===== src/rtl/mux_n_1_rr.sv =====
// rtl/mux_n_1_rr.sv - N:1 selector with registered valid/ready output stage
// Select by external sel (MODE=0) or round-robin over requesting channels (MODE=1).
module mux_n_1_rr #(
    parameter int N    = 4,
    parameter int W    = 4,
    parameter int MODE = 1
) (
    input  logic                 clk,
    input  logic                 rst,
    input  logic [N*W-1:0]       in_data,
    input  logic [N-1:0]         in_valid,
    output logic [N-1:0]         in_ready,
    input  logic [$clog2(N)-1:0] sel,
    output logic [W-1:0]         out_data,
    output logic [$clog2(N)-1:0] out_ch,
    output logic                 out_valid,
    input  logic                 out_ready
);
    localparam int SW = $clog2(N);

    typedef enum logic {
        EMPTY = 1'b0,
        FULL  = 1'b1
    } state_t;

    state_t        state_q, state_d;
    logic [W-1:0]  out_data_q, out_data_d;
    logic [SW-1:0] out_ch_q, out_ch_d;
    logic [SW-1:0] rr_ptr_q, rr_ptr_d;

    logic          load;
    logic [N-1:0]  hi_mask;
    logic [N-1:0]  req_hi;
    logic [N-1:0]  rr_grant;
    logic [N-1:0]  sel_grant;
    logic [N-1:0]  grant;
    logic [SW-1:0] g_idx;
    logic [W-1:0]  g_data;

    always_comb begin
        load      = (state_q == EMPTY) || out_ready;
        hi_mask   = '0;
        sel_grant = '0;
        for (int i = 0; i < N; i++) begin
            hi_mask[i]   = (SW'(i) >= rr_ptr_q);
            sel_grant[i] = in_valid[i] && (sel == SW'(i));
        end
        // Lowest requester at or above the pointer wins; otherwise wrap to the lowest overall.
        req_hi = in_valid & hi_mask;
        if (|req_hi) begin
            rr_grant = req_hi & (~req_hi + N'(1));
        end else begin
            rr_grant = in_valid & (~in_valid + N'(1));
        end
        grant = (MODE == 1) ? rr_grant : sel_grant;

        g_idx  = '0;
        g_data = '0;
        for (int i = 0; i < N; i++) begin
            if (grant[i]) begin
                g_idx  = SW'(i);
                g_data = in_data[i*W +: W];
            end
        end

        in_ready = (load && !rst) ? grant : '0;

        state_d    = state_q;
        out_data_d = out_data_q;
        out_ch_d   = out_ch_q;
        rr_ptr_d   = rr_ptr_q;
        if (load) begin
            if (|grant) begin
                state_d    = FULL;
                out_data_d = g_data;
                out_ch_d   = g_idx;
                if (MODE == 1) begin
                    rr_ptr_d = (g_idx == SW'(N - 1)) ? '0 : g_idx + SW'(1);
                end
            end else begin
                state_d = EMPTY;
            end
        end
    end

    always_ff @(posedge clk) begin
        if (rst) begin
            state_q    <= EMPTY;
            out_data_q <= '0;
            out_ch_q   <= '0;
            rr_ptr_q   <= '0;
        end else begin
            state_q    <= state_d;
            out_data_q <= out_data_d;
            out_ch_q   <= out_ch_d;
            rr_ptr_q   <= rr_ptr_d;
        end
    end

    assign out_valid = (state_q == FULL);
    assign out_data  = out_data_q;
    assign out_ch    = out_ch_q;

endmodule


===== config.mk =====
export PLATFORM = sky130hd
export DESIGN_NAME = mux_n_1_rr
export DESIGN_NICKNAME = d
export VERILOG_FILES = /design/src/rtl/mux_n_1_rr.sv
export SDC_FILE = /design/constraint.sdc
export NUM_CORES = 1
export LEC_CHECK = 0
export CORE_ASPECT_RATIO = 1.2
export CORE_MARGIN = 8
export CORE_UTILIZATION = 39
export DETAILED_ROUTE_END_ITERATION = 8
export PLACE_DENSITY = 0.85
export SYNTH_ARGS = -nofsm -noshare
export SYNTH_HDL_FRONTEND = slang
export SYNTH_SLANG_ARGS = --single-unit
export TNS_END_PERCENT = 100

===== constraint.sdc =====
create_clock -name clk -period 4.05 [get_ports clk]
set_input_delay 0.81 -clock clk [delete_from_list [all_inputs] [get_ports clk]]
set_output_delay 0.81 -clock clk [all_outputs]
set_load 0.03 [all_outputs]

Word-level counts from Yosys, hierarchy flattened

Cells that the tools add are included.

Add/sub/neg operators: 3
Order comparisons: 4
Equal/unequal tests: 1
Mux-type cells: 11
Bitwise gates (word level): 6
Reduce and logical (&&, ||, !) cells: 6

Operator list:

| cell                                                              | count |
|---|---|
| 2-to-1 mux 4 bit                                                  | 6 |
| bitwise AND 4 bit                                                 | 3 |
| adder 4 x 1 -> 4 bit (second input constant)                      | 2 |
| inverter 4 bit                                                    | 2 |
| OR reduction 4 bit                                                | 2 |
| 2-to-1 mux 2 bit                                                  | 3 |
| greater-or-equal comparator 1 x 2 -> 1 bit (first input constant) | 2 |
| greater-or-equal comparator 2 bit (first input constant)          | 2 |
| adder 2 x 1 -> 2 bit (second input constant)                      | 1 |
| equality test 2 bit (second input constant)                       | 1 |
| 2-to-1 mux 1 bit                                                  | 2 |
| AND reduction 2 bit                                               | 1 |
| logical AND 1 bit                                                 | 1 |
| zero test 1 bit                                                   | 1 |
| logical OR 1 bit                                                  | 1 |
| inverter 1 bit                                                    | 1 |

Register bits: 9
Bits of input ports: 25
Logic and storage cells: 35

Logic depth before layout (Yosys ltp)

Gate-level depths: netlist of run 1.

Depth in word-level cells: 11
Gate-level depth with buffers: 10

Least setup slack after synthesis of run 1

No wires, ideal clock.

Path kind: in2out
From: input port in_valid[0]
To: output port in_ready[3]
Arrival time: 1.901 ns
Setup slack: 1.339 ns
Stages: 6
Cells stage by stage: buf_2 > a21oi_1 > o221a_1 > buf_6 > inv_1 > nor2_1

Longest elaborated chain between the ends: 6
Elaborated cells between the ends (all ways): 10
Classes of those cells: add/sub: 2; mux: 2; bitwise: 5; reduce/logical: 1

Ends and longest elaborated chain:

| item                 | line | text |
|---|---|---|
| from (decl)          | 11   | `input logic [N-1:0] in_valid,` |
| bitwise AND 4 bit    | 49   | `req_hi = in_valid & hi_mask;` |
| inverter 4 bit       | 51   | `rr_grant = req_hi & (~req_hi + N'(1));` |
| adder 4 x 1 -> 4 bit | 51   |  |
| bitwise AND 4 bit    | 51   |  |
| 2-to-1 mux 4 bit (*) | 50   | `if (\|req_hi) begin` |
| 2-to-1 mux 4 bit (*) | 66   | `in_ready = (load && !rst) ? grant : '0;` |
| to (decl)            | 12   | `output logic [N-1:0] in_ready,` |

Every way passes the cells marked *; elsewhere a longest branch is shown, timed or not.

Worst setup path in the final report of run 1

From: input port in_valid[0]
To: output port in_ready[2]

Same word-level chain as after synthesis.

==> impl_metrics.json, run 1 <==
{
  "clockRootBuffer": "clkbuf_4",
  "rows": 15,
  "critical_path_buf_inv_count": 3,
  "syn_nets": 109,
  "numPortBuffers": 33,
  "worst_slack_ns": 0.521,
  "cap_violations": 0,
  "post-route-drc-count": 0,
  "fin_crit_sh": 0.871,
  "grt_use_total": 0.132,
  "cts-buffers-inserted": 3,
  "busiest_layer": "met2",
  "final_common_cell": "clkdlybuf4s50_1",
  "antenna_found_initial": 0,
  "drt_iter0_markers": 18,
  "core_mm2": 0.00146,
  "layout_common_cells": "33 x clkdlybuf4s50_1, 16 x nor2_1, 10 x a21oi_1",
  "htree_levels": 1,
  "fp.dieH_um": 59.6,
  "drt_wl_total_mm": 1.98,
  "endpoint_kind": "primary output",
  "crit_required_ns": 3.24,
  "reg2reg_slack_ns": 2.11,
  "cpMaxStageDelayCell": "clkdlybuf4s50_1",
  "vias_per_cell": 5.73,
  "area_delta_synth_final_pct": 58.3,
  "reg2reg_from": "rr_ptr_q[0]$_SDFFE_PP0P_",
  "grt_max_degree": 12,
  "critPathMostFrequentCell": "clkdlybuf4s50_1",
  "fmax_mhz": 283,
  "dp_slack_ns": 0.532,
  "peakVddDrop_mv": 0.161,
  "grt_pass1_vias": 791,
  "clk_pin_slew_ns": 0.06,
  "hold_viol_final": 0,
  "clock_skew_ns": 0.00347,
  "initial_core_util": 0.422,
  "r2r_end": "rr_ptr_q[0]$_SDFFE_PP0P_",
  "stdcell_area_um2": 978,
  "syn_inst": 83,
  "cts_setup_buffers": 0,
  "ctsHoldBuffers": 0,
  "crit_arrival_ns": 2.72,
  "use_met1": 0.132,
  "first_pass_iters": 4,
  "die_x_um": 52.3,
  "hp-start": "out_ch[0]$_SDFFE_PP0P_",
  "drive_above_1_share": 0.0598,
  "critPathMaxFanout": 8,
  "synth_edf_count": 0,
  "finish.utilization": 0.668,
  "fp.dieArea_mm2": 0.00312,
  "post_dp_cell_area_um2": 952,
  "crit_family": "buffers and inverters",
  "ys_ff_latch": 9,
  "critical_path.max_stage_delay_ns": 0.69,
  "synth_flop_cell": "dfxtp_1",
  "tightestPinTransition_ns": 0.616,
  "min_to": "out_ch[0]$_SDFFE_PP0P_",
  "ctsResizeCount": 0,
  "grt_pass1_wl_mm": 3.24,
  "outcome": "complete, no violations",
  "rr_worst_depth": 7,
  "clockBufferDepth": 2,
  "fin_tns_setup_ns": 0,
  "wl_per_cell_um": 14.8,
  "whs_path_depth": 2,
  "io_pins": 36,
  "cts_tree": "done",
  "slew_headroom": 0.589,
  "routabilityCongestion": 0.799,
  "final-setup-viol-count": 0,
  "synth_warnings": 0,
  "final.min_clock_period_ns": 3.53,
  "place_hpwl_mm": 1.56,
  "clock_latency_ns": 0.27,
  "worstHoldPathType": "reg -> reg",
  "met2_usage": 0.228,
  "rsz0062_at_grt": "no",
  "ant_nets": 0,
  "avgSynthCellArea_um2": 7.45,
  "startpoint_type": "input port",
  "synth_area_um2": 618,
  "synth_cell_types": 26,
  "ys_seq_area_frac": 0.291,
  "startpoint": "in_valid[0]",
  "slew_violations": 0,
  "grt_overflow_total": 0,
  "powerDensity_mw_per_mm2": 333,
  "fin_nets": 144,
  "cts.sinks": 9,
  "vias": 768,
  "leakagePower_nw": 0.404,
  "antennaDiodeCount": 0,
  "synth-async-reset-ratio": 0,
  "grtUsageMet3": 0.0427,
  "critPathKind": "in -> out",
  "crit_chain": "clkdlybuf4s50_1 -> a21oi_1 -> o211a_1 -> inv_1 -> nor2_1 -> clkdlybuf4s50_1"
}
## tightest hold or removal path, delay by kind of cell (launching register included)
kind	cells	cell delay, ns
and+or+nand+nor	1	0.10
AOI/OAI and AO/OA	1	0.05
DFF	1	0.31
## Yosys cell counts, types with 3 or more instances
library cell / number / area share
a21oi_1: 10 / 0.081
o21ai_0: 3 / 0.024
a22oi_1: 4 / 0.049
nand2_1: 6 / 0.036
dfxtp_1: 9 / 0.29
a211o_1: 4 / 0.057
a221oi_1: 4 / 0.057
inv_1: 3 / 0.018
nor2_1: 16 / 0.097
nand2b_1: 3 / 0.030
## power by group
| part | switching, W | internal, W | leakage, nW | total (W) |
|---|---|---|---|---|
| combinational | 0.0000712 | 0.0000672 | 0.314 | 0.000138 |
| sequential | 0.0000130 | 0.000100 | 0.0746 | 0.000113 |
| clock | 0.0000356 | 0.0000382 | 0.0150 | 0.0000738 |
## routing by layer
metal	part of all wire	wire, µm
met3	0.069	136
met4	0.024	47
met1	0.42	829
met5	0	0
met2	0.49	971
## per-stage QoR
stage | std cells | hold WS, ns | power, W
global placement | 130 | 0.487 | 0.000250
finish | 134 | 0.516 | 0.000325
CTS | 134 | 0.514 | 0.000327
floorplan | 83 | 0.559 | 0.000199
global route | 134 | 0.548 | 0.000344
detailed placement | 130 | 0.506 | 0.000253
## registers in the layout, indices dropped and copies added, names as in the netlist
signal     cells
out_valid      1
out_ch         2
out_data       4
rr_ptr_q       2
## how the worst max path moves through the flow
stage                  end  slack [ns]  cells past startpoint
2_1_floorplan  in_ready[3]        1.34                      6
5_1_grt        in_ready[3]        0.40                      6
3_3_place_gp   in_ready[2]        0.56                      6
6_report       in_ready[2]        0.52                      6
3_5_place_dp   in_ready[2]        0.53                      6
4_1_cts        in_ready[2]        0.52                      6
## cells by family after synthesis
| family | synth area share |
|---|---|
| fa+ha+maj | 0.0202 |
| flops | 0.291 |
| compound gates | 0.415 |
| buf+inv | 0.0890 |
| simple gates | 0.184 |
## layout make-up
class,count,area [µm²]
Clock buffer,4,26.3
Fill cell,147,485
Timing Repair Buffer,36,353
Multi-Input combinational cell,64,383
Tap cell,17,21.3
Sequential cell,9,180
Inverter,4,15.0
Power figures use the tool's default switching activity.
==> run 2, diff against run 1 <==
--- a/config.mk
+++ b/config.mk
@@ -7,9 +7,9 @@
 export LEC_CHECK = 0
 export CORE_ASPECT_RATIO = 1.2
 export CORE_MARGIN = 8
-export CORE_UTILIZATION = 39
+export CORE_UTILIZATION = 36
 export DETAILED_ROUTE_END_ITERATION = 8
-export PLACE_DENSITY = 0.85
+export PLACE_DENSITY = 0.8
 export SYNTH_ARGS = -nofsm -noshare
 export SYNTH_HDL_FRONTEND = slang
 export SYNTH_SLANG_ARGS = --single-unit
==> constraint.sdc (replaced) <==
create_clock -name clk -period 3.4 [get_ports clk]
set_input_delay 0.68 -clock clk [delete_from_list [all_inputs] [get_ports clk]]
set_output_delay 0.68 -clock clk [all_outputs]
set_load 0.03 [all_outputs]
==> run 2 against run 1 <==
Net effect:
- largest power group unchanged
- total power is 20% higher
- sequential share of layout area is essentially flat
- sequential cell count did not move
==> impl_metrics.json, run 2 (synthesized netlist as in run 1, its figures left out) <==
{
  "area_delta_synth_final_pct": 58.1,
  "ctsHoldBuffers": 0,
  "first_pass_iters": 4,
  "wl_per_cell_um": 15.1,
  "fmax_mhz": 312,
  "switching_power_w": 0.000147,
  "critPathMostFrequentCell": "clkdlybuf4s50_1",
  "worstHoldPathType": "reg -> reg",
  "ant_nets": 0,
  "cts.sinks": 9,
  "cts_tree": "done",
  "io_pins": 36,
  "clockBufferDepth": 2,
  "numPortBuffers": 33,
  "grt_pass1_wl_mm": 3.48,
  "largest_register_ffs": 4,
  "vias": 765,
  "antenna_found_initial": 0,
  "drive_above_1_share": 0.0684,
  "combPwrFrac": 0.425,
  "ctsResizeCount": 0,
  "critPathMaxFanout": 8,
  "crit_chain": "clkdlybuf4s50_1 -> o21ai_0 -> o211ai_1 -> nor2_1 -> clkdlybuf4s50_1",
  "vias_per_cell": 5.67,
  "routabilityCongestion": 0.836,
  "outcome": "complete, no violations",
  "final.min_clock_period_ns": 3.20,
  "critPathKind": "in -> out",
  "clock_skew_ns": 0.00794,
  "powerDensity_mw_per_mm2": 401,
  "critical_path.max_stage_delay_ns": 0.70,
  "peakVddDrop_mv": 0.242,
  "leakagePower_nw": 0.406,
  "cap_violations": 0,
  "grt_overflow_total": 0,
  "p_int_w": 0.000245,
  "rows": 16,
  "slew_headroom": 0.530,
  "grt_use_total": 0.140,
  "layout.cells.non_filler": 135,
  "switching_share": 0.374,
  "fin_tns_setup_ns": 0,
  "cts_setup_buffers": 0,
  "startpoint_type": "input port",
  "fillers": 161,
  "final-setup-viol-count": 0,
  "tightestPinTransition_ns": 0.704,
  "drt_iter0_markers": 14,
  "final_common_cell": "clkdlybuf4s50_1",
  "endpoint_kind": "primary output",
  "fin_crit_sh": 0.942,
  "post-route-drc-count": 0,
  "layout_common_cells": "32 x clkdlybuf4s50_1, 16 x nor2_1, 10 x a21oi_1",
  "cpMaxStageDelayCell": "clkdlybuf4s50_1",
  "clock_latency_ns": 0.28,
  "crit_arrival_ns": 2.52,
  "fp.dieH_um": 61.4,
  "place_hpwl_mm": 1.61,
  "slew_violations": 0,
  "initial_core_util": 0.381,
  "core_mm2": 0.00162,
  "fin_nets": 144,
  "htree_levels": 1,
  "dp_cells": 131,
  "fp.dieArea_mm2": 0.00330,
  "die_x_um": 53.8,
  "p_seq_frac": 0.343,
  "grt_max_degree": 12,
  "drt_wl_total_mm": 2.04,
  "cts-buffers-inserted": 3,
  "clockPowerShare": 0.232,
  "grt_pass1_vias": 788,
  "clk_pin_slew_ns": 0.06,
  "crit_required_ns": 2.72,
  "hold_viol_final": 0,
  "clockRootBuffer": "clkbuf_4",
  "antennaDiodeCount": 0,
  "rsz0062_at_grt": "no"
}
run 2: final cells by class:
type / instances / area [µm²] / share of cell area
clock buffers: 4 / 26.3 / 0.0269
well taps: 18 / 22.5 / 0.0230
flip-flops and latches: 9 / 180 / 0.184
repair buffers: 36 / 350 / 0.359
inverters: 4 / 15.0 / 0.0154
multi-input cells: 64 / 383 / 0.392
run 2: routing by layer:
| metal | routed length, µm | GRT usage | vias up |
|---|---|---|---|
| li1 | - | - | 377 |
| met1 | 834 | 0.146 | 348 |
| met2 | 931 | 0.219 | 33 |
| met3 | 222 | 0.0725 | 7 |
| met4 | 48 | 0.0830 | 0 |
| met5 | 0 | 0 | - |
run 2: metrics by stage:
| stage | util | power [W] | setup WS (ns) | instance area, µm² | hold slack, ns |
|---|---|---|---|---|---|
| 4_1_cts | 0.603 | 0.000392 | 0.218 | 977 | 0.503 |
| 2_1_floorplan | - | 0.000237 | 0.949 | 618 | 0.559 |
| 5_1_grt | 0.603 | 0.000418 | 0.0240 | 977 | 0.524 |
| 3_3_place_gp | 0.586 | 0.000299 | 0.239 | 951 | 0.490 |
| 6_report | 0.603 | 0.000392 | 0.198 | 977 | 0.500 |
| 3_5_place_dp | 0.586 | 0.000303 | 0.230 | 951 | 0.494 |
run 2: worst paths after layout:
| check | depth (start not counted) | end | start | slack [ns] |
|---|---|---|---|---|
| max | 5 | in_ready[1] | in_valid[0] | 0.20 |
| min | 2 | out_ch[0]$_SDFFE_PP0P_ | out_ch[0]$_SDFFE_PP0P_ | 0.50 |
| max reg2reg | 8 | rr_ptr_q[0]$_SDFFE_PP0P_ | rr_ptr_q[1]$_SDFFE_PP0P_ | 1.33 |
| min reg2reg | 2 | out_ch[0]$_SDFFE_PP0P_ | out_ch[0]$_SDFFE_PP0P_ | 0.50 |
run 2: critical path: cells and delay by family:
| family | cells | cell delay (ns) |
|---|---|---|
| buffers and inverters | 2 | 1.23 |
| AO/OA/AOI/OAI | 2 | 0.46 |
| AND/OR/NAND/NOR | 1 | 0.14 |
run 2: power groups by stage:
| stage | registers [W] | clock network (W) | logic, W |
|---|---|---|---|
| after global placement | 0.000136 | 0 | 0.000162 |
| after CTS | 0.000134 | 0.0000912 | 0.000167 |
| after global routing | 0.000137 | 0.0000993 | 0.000182 |
| after detailed placement | 0.000137 | 0 | 0.000166 |
| final | 0.000135 | 0.0000910 | 0.000166 |
| after floorplan | 0.000148 | 0 | 0.0000887 |
